===== config.mk =====
export PLATFORM = sky130hd
export DESIGN_NAME = oam_dma
export DESIGN_NICKNAME = d
export VERILOG_FILES = /design/src/rtl/video_types.sv /design/src/rtl/oam_dma.sv
export SDC_FILE = /design/constraint.sdc
export NUM_CORES = 1
export LEC_CHECK = 0
export ABC_AREA = 0
export CAP_MARGIN = 40
export CORE_MARGIN = 1
export CORE_UTILIZATION = 38
export DETAILED_ROUTE_END_ITERATION = 16
export GPL_ROUTABILITY_DRIVEN = 0
export PLACE_DENSITY_LB_ADDON = 0.05
export SLEW_MARGIN = 20
export SYNTH_ARGS = -nofsm -noshare
export SYNTH_HDL_FRONTEND = slang
export SYNTH_SLANG_ARGS = --single-unit

===== constraint.sdc =====
create_clock -name clk -period 2.55 [get_ports clk]
set_clock_uncertainty 0.2 [all_clocks]
set_input_delay 0.51 -clock clk [delete_from_list [all_inputs] [get_ports clk]]
set_output_delay 0.51 -clock clk [all_outputs]
set_load 0.02 [all_outputs]

===== src/rtl/video_types.sv =====
// Shared video-subsystem types and constants: OAM location, DMA trigger
// register, DMA transfer length and the DMA engine state encoding.
package video_types;

    localparam logic [15:0] OAM_LOC      = 16'hFE00;
    localparam logic [15:0] DMA_REG_ADDR = 16'hFF46;
    localparam int          OAM_DMA_LEN  = 160;

    typedef enum logic [1:0] {
        DMA_IDLE  = 2'd0,
        DMA_READ  = 2'd1,
        DMA_WRITE = 2'd2
    } dma_state_t;

    // Source pages E0-FF alias the work-RAM echo region C0-DF.
    function automatic logic [7:0] map_src_page(input logic [7:0] hi);
        logic [7:0] page;
        if (hi >= 8'hE0) begin
            page = hi - 8'h20;
        end else begin
            page = hi;
        end
        return page;
    endfunction

endpackage


===== src/rtl/oam_dma.sv =====
// Sprite-attribute DMA: copies OAM_LEN bytes from a source page into OAM,
// one read/write pair per byte, holding busy for the whole copy.
module oam_dma
    import video_types::*;
#(
    parameter logic [15:0] DMA_REG_ADDR = video_types::DMA_REG_ADDR,
    parameter int          OAM_LEN      = video_types::OAM_DMA_LEN
) (
    input  logic        clk,
    input  logic        reset,
    input  logic [15:0] reg_addr,
    input  logic [7:0]  reg_wdata,
    input  logic        reg_we,
    output logic [7:0]  reg_rdata,
    output logic        mem_req,
    output logic [15:0] mem_addr,
    input  logic [7:0]  mem_rdata,
    input  logic        mem_valid,
    output logic        oam_we,
    output logic [7:0]  oam_addr,
    output logic [7:0]  oam_wdata,
    output logic        busy
);

    localparam logic [7:0] LAST_IDX = 8'(OAM_LEN - 1);

    dma_state_t state_r, state_s;
    logic [7:0] idx_r,   idx_s;
    logic [7:0] page_r,  page_s;
    logic [7:0] data_r,  data_s;
    logic [7:0] reg_r,   reg_s;
    logic       trig_s;

    assign trig_s = reg_we && (reg_addr == DMA_REG_ADDR);

    // Next-state logic; a trigger overrides every state, including the final write.
    always_comb begin
        state_s = state_r;
        idx_s   = idx_r;
        page_s  = page_r;
        data_s  = data_r;
        reg_s   = reg_r;
        if (trig_s) begin
            reg_s   = reg_wdata;
            page_s  = map_src_page(reg_wdata);
            idx_s   = 8'h00;
            state_s = DMA_READ;
        end else begin
            case (state_r)
                DMA_IDLE: begin
                    state_s = DMA_IDLE;
                end
                DMA_READ: begin
                    if (mem_valid) begin
                        data_s  = mem_rdata;
                        state_s = DMA_WRITE;
                    end else begin
                        state_s = DMA_READ;
                    end
                end
                DMA_WRITE: begin
                    if (idx_r == LAST_IDX) begin
                        state_s = DMA_IDLE;
                    end else begin
                        idx_s   = idx_r + 8'd1;
                        state_s = DMA_READ;
                    end
                end
                default: begin
                    state_s = DMA_IDLE;
                end
            endcase
        end
    end

    // State and datapath registers.
    always_ff @(posedge clk or posedge reset) begin
        if (reset) begin
            state_r <= DMA_IDLE;
            idx_r   <= 8'h00;
            page_r  <= 8'h00;
            data_r  <= 8'h00;
            reg_r   <= 8'h00;
        end else begin
            state_r <= state_s;
            idx_r   <= idx_s;
            page_r  <= page_s;
            data_r  <= data_s;
            reg_r   <= reg_s;
        end
    end

    // Outputs decode registered state only, so none is combinational from an input.
    assign busy      = (state_r != DMA_IDLE);
    assign mem_req   = (state_r == DMA_READ);
    assign oam_we    = (state_r == DMA_WRITE);
    assign mem_addr  = {page_r, idx_r};
    assign oam_addr  = idx_r;
    assign oam_wdata = data_r;
    assign reg_rdata = reg_r;

endmodule


## Word level (Yosys, flattened, before mapping)

Cells that the tools add are included.

- Bitwise gates (word level): 1
- Equal/unequal tests: 5
- Multiplexer cells: 8
- Reduce and logical (&&, ||, !) cells: 5
- $mul: 0
- Order comparisons: 1
- Shift-type cells: 0
- $add $sub $neg: 2
- Divide/modulo/power cells: 0

Operators by type and width:

| operator | count |
|---|---|
| 8-bit two-way mux | 4 |
| 16-bit equality test (second input constant) | 1 |
| 8-bit by 1-bit adder with 8-bit output (second input constant) | 1 |
| 8-bit equality test (second input constant) | 1 |
| 8-bit >= comparator (second input constant) | 1 |
| 8-bit by 6-bit subtractor with 8-bit output (second input constant) | 1 |
| 2-bit two-way mux | 2 |
| 2-bit case mux with 2 select lines | 1 |
| 2-bit nonzero test | 2 |
| 3-bit AND reduction | 1 |
| 2-bit by 1-bit equality test with 1-bit output (second input constant) | 1 |
| 2-bit equality test (second input constant) | 1 |
| 2-bit != test (second input constant) | 1 |
| 2-bit AND reduction | 1 |
| 1-bit logical AND | 1 |
| 1-bit two-way mux | 1 |
| 1-bit inverter | 1 |

- Latch bits: 0
- Logic and storage cells: 27
- Memories kept: 0
- Register bits: 34
- Memory bits (read-only): 0
- Memory bits (writable): 0
- Output and inout bits: 43

## Depth between registers and ports, before layout

Gate-level depths: netlist of run 1.

- Depth in word-level cells: 4
- Depth in mapped cells: 6
- Depth with buffers taken out: 6

## Worst setup path after synthesis of run 1

OpenSTA, ideal clock, no wires.

- Kind: input-to-reg
- From: in reg_addr[5]
- To: reg page_r[7]
- Buffers on the path: 1
- Slack: 0.298 ns
- Required time: 2.225 ns
- Arrival time: 1.927 ns
- Stages on the path: 5
- Path through: or4b_1 > nor3b_2 > and2_4 > buf_8 > mux2_4

- Word-level cells in the longest chain between the ends: 2

RTL lines:

| what | RTL line | RTL |
|---|---|---|
| start, declared | oam_dma.sv:11 | `input logic [15:0] reg_addr,` |
| 16-bit equality test | oam_dma.sv:34 | `assign trig_s = reg_we && (reg_addr == DMA_REG_ADDR);` |
| 1-bit logical AND | oam_dma.sv:34 |  |
| end signal, assigned | oam_dma.sv:87 | `page_r <= page_s;` |
| end, declared | oam_dma.sv:29 | `logic [7:0] page_r, page_s;` |

No other way between the ends.
A chain may end at the register's enable or synchronous reset.

## Worst setup path in the final report of run 1

- From: reg state_r[0]
- To: out oam_we

- Word-level cells in the longest chain between the ends: 1

RTL lines:

| what | RTL line | RTL |
|---|---|---|
| start, declared | oam_dma.sv:27 | `dma_state_t state_r, state_s;` |
| start signal, assigned | oam_dma.sv:85 | `state_r <= state_s;` |
| 2-bit equality test | oam_dma.sv:96 | `assign oam_we = (state_r == DMA_WRITE);` |
| end, declared | oam_dma.sv:19 | `output logic oam_we,` |

No other way between the ends.

==> impl_metrics.ini, run 1 <==
[status]
outcome = finished, final reports clean

[synthesis]
syn-cell-area_mm2 = 0.00144
ys_ff_latch = 29
synth.top_cell.area_share = 0.506
avgSynthCellArea_um2 = 11.9
synthesis.nets = 162
yosys.area.top_type = dfrtp_1
synthDistinctLibCells = 28
synthTopCellsByCount = dfrtp_1 (29), mux2_2 (18), buf_4 (13), inv_1 (9), nor2_1 (8)
netlist_instances = 121
async_flop_share = 1.00
yosysMostFrequentCell = dfrtp_1
yosys_most_used_dff = dfrtp_1
yosys_warnings = 0
seq_area_frac_synth = 0.506
synthTopCellsByArea = dfrtp_1 (51%), mux2_2 (14%), buf_4 (6.8%), ha_1 (4.4%), xor2_1 (2.4%)
synth-edff-count = 0

[timing]
timing.hold.ws_ps = 307
setup_viol = 0
fin_crit_sh = 0.918
period_minus_slack_ps = 2340
max_freq_mhz = 427
rsz0062_at_grt = no
worst_slew_pin_slew_ps = 469
relSlewSlack = 0.688
hold_viol_final = 0
timing.setup.tns_ps = 0
maxSlewViolCount = 0

[power_and_ir_drop]
p_switching_w = 0.000188
switching_share = 0.199
finalPower_w = 0.000945
power.internal_w = 0.000757
p_clk_frac = 0.433
vdd_drop_max_mv = 0.336
p_per_area_mw_per_mm2 = 411
p_leak_nw = 1.03
combPwrFrac = 0.080
p_seq_frac = 0.488

[placed_design]
portBuffers = 78
dp_hpwl_um = 2430
place_area_mm2 = 0.00220
dp.cells = 236

[global_routing]
antenna_found_initial = 0
grt_pass1_vias = 1198
grt_max_degree = 13
track_usage = 0.169
grt_pass1_wl_um = 5160
grt_overflow = 0

[critical_path]
cp-end-kind = output pin
path_buf_inv = 2
crit_family = buffers and inverters
cp.arrival_ps = 1630
r2r-start = oam_addr[0]
critPathLaunchType = register
worstPathRequired_ps = 1840
r2r_end = state_r[0]
cpMaxStageDelayCell = clkdlybuf4s50_1
critical_path_class = register to output pin
cp_cell_sequence = inv_1 > ha_1 > clkdlybuf4s50_1
ff2ff_path_depth = 6
max_stage_delay_ps = 640
critPathMaxFanout = 7
r2r_setup_slack_ps = 710

[finish]
syn2layout_area_growth_pct = 60.2
antenna-diode-count = 0
layout.cells.non_filler = 244
final_nets = 238
drive_gt1_frac = 0.182
final_area_mm2 = 0.00230

[hold_path]
min_to = oam_wdata[4]
hold_depth = 1
hp-class = register to register
min_from = oam_wdata[4]

[clock_tree]
worstSkewPairLatency_ps = 270
cts_tree = built
postCtsSetupRepairBufs = 0
cts_resized = 0
cts_max_path_buffers = 2
cts_inserted_buffers = 5
htree_levels = 2
clock_sinks = 29
path_clk_slew_ps = 60
hold_buffers = 0
root_buffer = clkbuf_8

[drt]
wl_um = 3030
drc = 0
wl_per_cell_um = 12.4
viasPerCell = 4.84
ant_nets = 0
num_vias = 1181
dr.pass1.iters = 4
dr.first_iter.drc_count = 38

[floorplan]
start_util = 0.414
rows = 21
die_h_um = 63.5
pin_count = 79
die-area_mm2 = 0.00403
core_area_mm2 = 0.00347
dieWidth_um = 63.5

[run]
drv_cap = 0
-- layer usage --
metal  global-route usage  part of all wire  up-vias
li1                     -                 -      561
met3               0.0725             0.094        6
met1                0.183              0.39      557
met2                0.287              0.50       57
met4               0.0682             0.016        0
met5                    0                 0        -
-- power by group through the flow --
stage          clock [W]  sequential, W  combinational [W]
2_1_floorplan          0       0.000469          0.0000137
3_3_place_gp           0       0.000469          0.0000739
3_5_place_dp           0       0.000469          0.0000767
4_1_cts         0.000422       0.000461          0.0000769
5_1_grt         0.000447       0.000460          0.0000826
6_report        0.000409       0.000461          0.0000751
-- worst max path at each step --
stage / from / slack [ps] / to / cells after the start
floorplan: reg_addr[5] / 300 / page_r[7] / 5
detailed placement: reg_addr[5] / -70 / page_r[6] / 5
global route: state_r[0] / 100 / oam_we / 3
finish: state_r[0] / 210 / oam_we / 3
global placement: reg_addr[5] / -50 / page_r[5] / 5
CTS: state_r[0] / 190 / oam_we / 3
-- sequential cells by signal, indices dropped and copies added, names as in the netlist --
signal / flops
oam_wdata: 8
oam_addr: 8
state_r: 2
reg_rdata: 3
page_r: 8
-- per-stage QoR --
| step | utilization | setup WS (ps) |
|---|---|---|
| 4_1_cts | 0.663 | 186 |
| 5_1_grt | 0.663 | 103 |
| 3_5_place_dp | 0.634 | -65.7 |
| 6_report | 0.663 | 210 |
| 2_1_floorplan | - | 298 |
| 3_3_place_gp | 0.634 | -47.3 |
-- final cells by class --
cell class | count | area, um^2
clock buffers | 7 | 96.3
inverters | 9 | 33.8
multi-input cells | 69 | 563
well taps | 46 | 57.6
fillers | 289 | 1170
flip-flops and latches | 29 | 726
clock inverters | 1 | 5.00
repair buffers | 83 | 818
-- placed cells by master, fill, tap and decap left out, drive strengths merged --
master	count
clkdlybuf4s50	78
a31oi	2
mux2i	1
nand4bb	1
mux2	19
o21ai	4
nor2	8
nand2	4
and2	1
nor4	1
dfrtp	29
ha	5
and3	2
xor2	4
buf	5
nand3	3
clkinv	1
nor3b	1
and4	2
nor3	1
a21o	1
clkbuf	7
nand4	4
a21oi	3
o211ai	1
or4b	1
inv	9
-- cell families (layout without fill, tap and decap cells) --
| family | count (synthesis) | count (layout) | synth area share |
|---|---|---|---|
| muxes | 20 | 20 | 0.159 |
| xor gates and xnor gates | 4 | 4 | 0.0244 |
| adders and majority gates | 5 | 5 | 0.0436 |
| and+or+nand+nor | 29 | 29 | 0.119 |
| DFF | 29 | 29 | 0.506 |
| AOI/OAI and AO/OA | 11 | 11 | 0.0462 |
| buffers and inverters | 23 | 100 | 0.102 |
Power figures use the tool's default switching activity.
==> run 2: changes to the inputs <==
--- a/config.mk
+++ b/config.mk
@@ -8,7 +8,8 @@
 export ABC_AREA = 0
 export CAP_MARGIN = 40
 export CORE_MARGIN = 1
-export CORE_UTILIZATION = 38
+export CORE_UTILIZATION = 40
+export CTS_BUF_LIST = sky130_fd_sc_hd__clkbuf_8
 export DETAILED_ROUTE_END_ITERATION = 16
 export GPL_ROUTABILITY_DRIVEN = 0
 export PLACE_DENSITY_LB_ADDON = 0.05
==> run 2 against run 1 <==
Register-to-register slack worse by 270 ps. Core utilization grew 0.29 points. Clock power fell by 21%. Global-route usage fell by 0.25 points. Power down 8.9%. First-iteration DRC count is 2.6% lower. Fmax fell by 0.48%. Non-clock buffer count decreased by 2. Sequential cell count unchanged. Critical path type is now input port to register. Combinational power down 1%. Sequential power about the same.
==> impl_metrics.ini, run 2 (same netlist as run 1, synthesis figures left out) <==
[critical_path]
path_buf_inv = 1
cpMaxStageDelayCell = or4b_1
r2r-start = oam_addr[0]
cp_cell_sequence = clkdlybuf4s50_1 > or4b_1 > nor3b_2 > and2_4 > mux2_2
crit_start = reg_addr[5]
cp.arrival_ps = 2310
critPathLaunchType = input port
cp-end-kind = register
max_stage_delay_ps = 540
critPathMaxFanout = 4
crit_family = simple AND/OR/NAND/NOR gates
worstPathRequired_ps = 2510
critical_path_class = input port to register

[global_routing]
track_usage = 0.166
grt_overflow = 0
grt_pass1_wl_um = 4530
grt_pass1_vias = 1104
grt_max_degree = 30
antenna_found_initial = 0

[clock_tree]
htree_levels = 2
cts_resized = 0
cts_inserted_buffers = 5
postCtsSetupRepairBufs = 0
cts_tree = built
hold_buffers = 0
path_clk_slew_ps = 60
root_buffer = clkbuf_8
worstSkewPairLatency_ps = 270
clock_sinks = 29
cts_max_path_buffers = 2

[finish]
final_nets = 236
nFillCells = 267
mostFrequentLayoutCell = clkdlybuf4s50_1
syn2layout_area_growth_pct = 57.3
layout_common_cells = clkdlybuf4s50_1 (78), dfrtp_1 (29), mux2_2 (18)
antenna-diode-count = 0
drive_gt1_frac = 0.165
layout.cells.non_filler = 240

[floorplan]
dieWidth_um = 61.9
start_util = 0.423
die-area_mm2 = 0.00383
die_h_um = 61.9
core_area_mm2 = 0.00339
pin_count = 79
rows = 21

[power_and_ir_drop]
p_leak_nw = 1.01
combPwrFrac = 0.086
switching_share = 0.197
p_clk_frac = 0.378
finalPower_w = 0.000860
vdd_drop_max_mv = 0.347
p_seq_frac = 0.536
p_per_area_mw_per_mm2 = 381
power.internal_w = 0.000691
p_switching_w = 0.000169

[drt]
dr.pass1.iters = 4
ant_nets = 0
num_vias = 1148
viasPerCell = 4.78
wl_per_cell_um = 12.5
wl_um = 3000
dr.first_iter.drc_count = 37
drc = 0

[timing]
setup_viol = 0
rsz0062_at_grt = no
maxSlewViolCount = 0
max_freq_mhz = 425
relSlewSlack = 0.625
worst_slew_pin_slew_ps = 557
period_minus_slack_ps = 2350
hold_viol_final = 0
fin_crit_sh = 0.922
setup_slack_ps = 198

[run]
drv_cap = 0

[placed_design]
dp_slack_ps = -99.3
portBuffers = 78
dp_hpwl_um = 2390
dp.cells = 234

[hold_path]
hp-class = register to register
min_from = oam_wdata[6]

[status]
outcome = finished, final reports clean
==> run 2: changes by cell type in the layout (fill, tap and decap cells not counted) <==
cell / before / now
buf_4: 5 / 3
clkbuf_8: 7 / 5
==> run 2: routing by layer <==
metal  part of all wire  GRT usage  vias up
li1                   -          -      548
met1               0.40      0.171      545
met2               0.54      0.313       53
met3              0.061     0.0621        2
met4             0.0053     0.0476        0
met5                  0          0        -
==> run 2: path summary, 6_finish.rpt <==
kind,end,depth (start not counted),slack [ps]
max,page_r[5],5,200
min,oam_wdata[6],1,300
max reg2reg,state_r[0],5,440
min reg2reg,oam_wdata[6],1,300
max in group asynchronous,oam_addr[3],3,1460
min in group asynchronous,reg_rdata[6],3,410
==> run 2: layout make-up <==
class / instances / area [um^2] / share of cell area
Sequential cell: 29 / 726 / 0.322
Multi-Input combinational cell: 69 / 563 / 0.249
Clock inverter: 1 / 5.00 / 0.00222
Inverter: 9 / 33.8 / 0.0150
Tap cell: 46 / 57.6 / 0.0255
Timing Repair Buffer: 81 / 803 / 0.356
Clock buffer: 5 / 68.8 / 0.0305
==> run 2: per-stage QoR <==
step                 util  setup TNS (ps)  hold slack, ps  area (um^2)
CTS                 0.666               0             309         2260
global placement    0.644            -253             288         2180
detailed placement  0.644           -1090             295         2180
finish              0.666               0             305         2260
global route        0.666               0             326         2260
floorplan               -               0             388         1440
==> run 2: power groups by stage <==
stage	Sequential [W]	Clock [W]	Combinational [W]
floorplan	0.000469	0	0.0000137
global placement	0.000469	0	0.0000727
detailed placement	0.000469	0	0.0000749
CTS	0.000461	0.000341	0.0000753
global route	0.000461	0.000357	0.0000808
finish	0.000461	0.000325	0.0000740
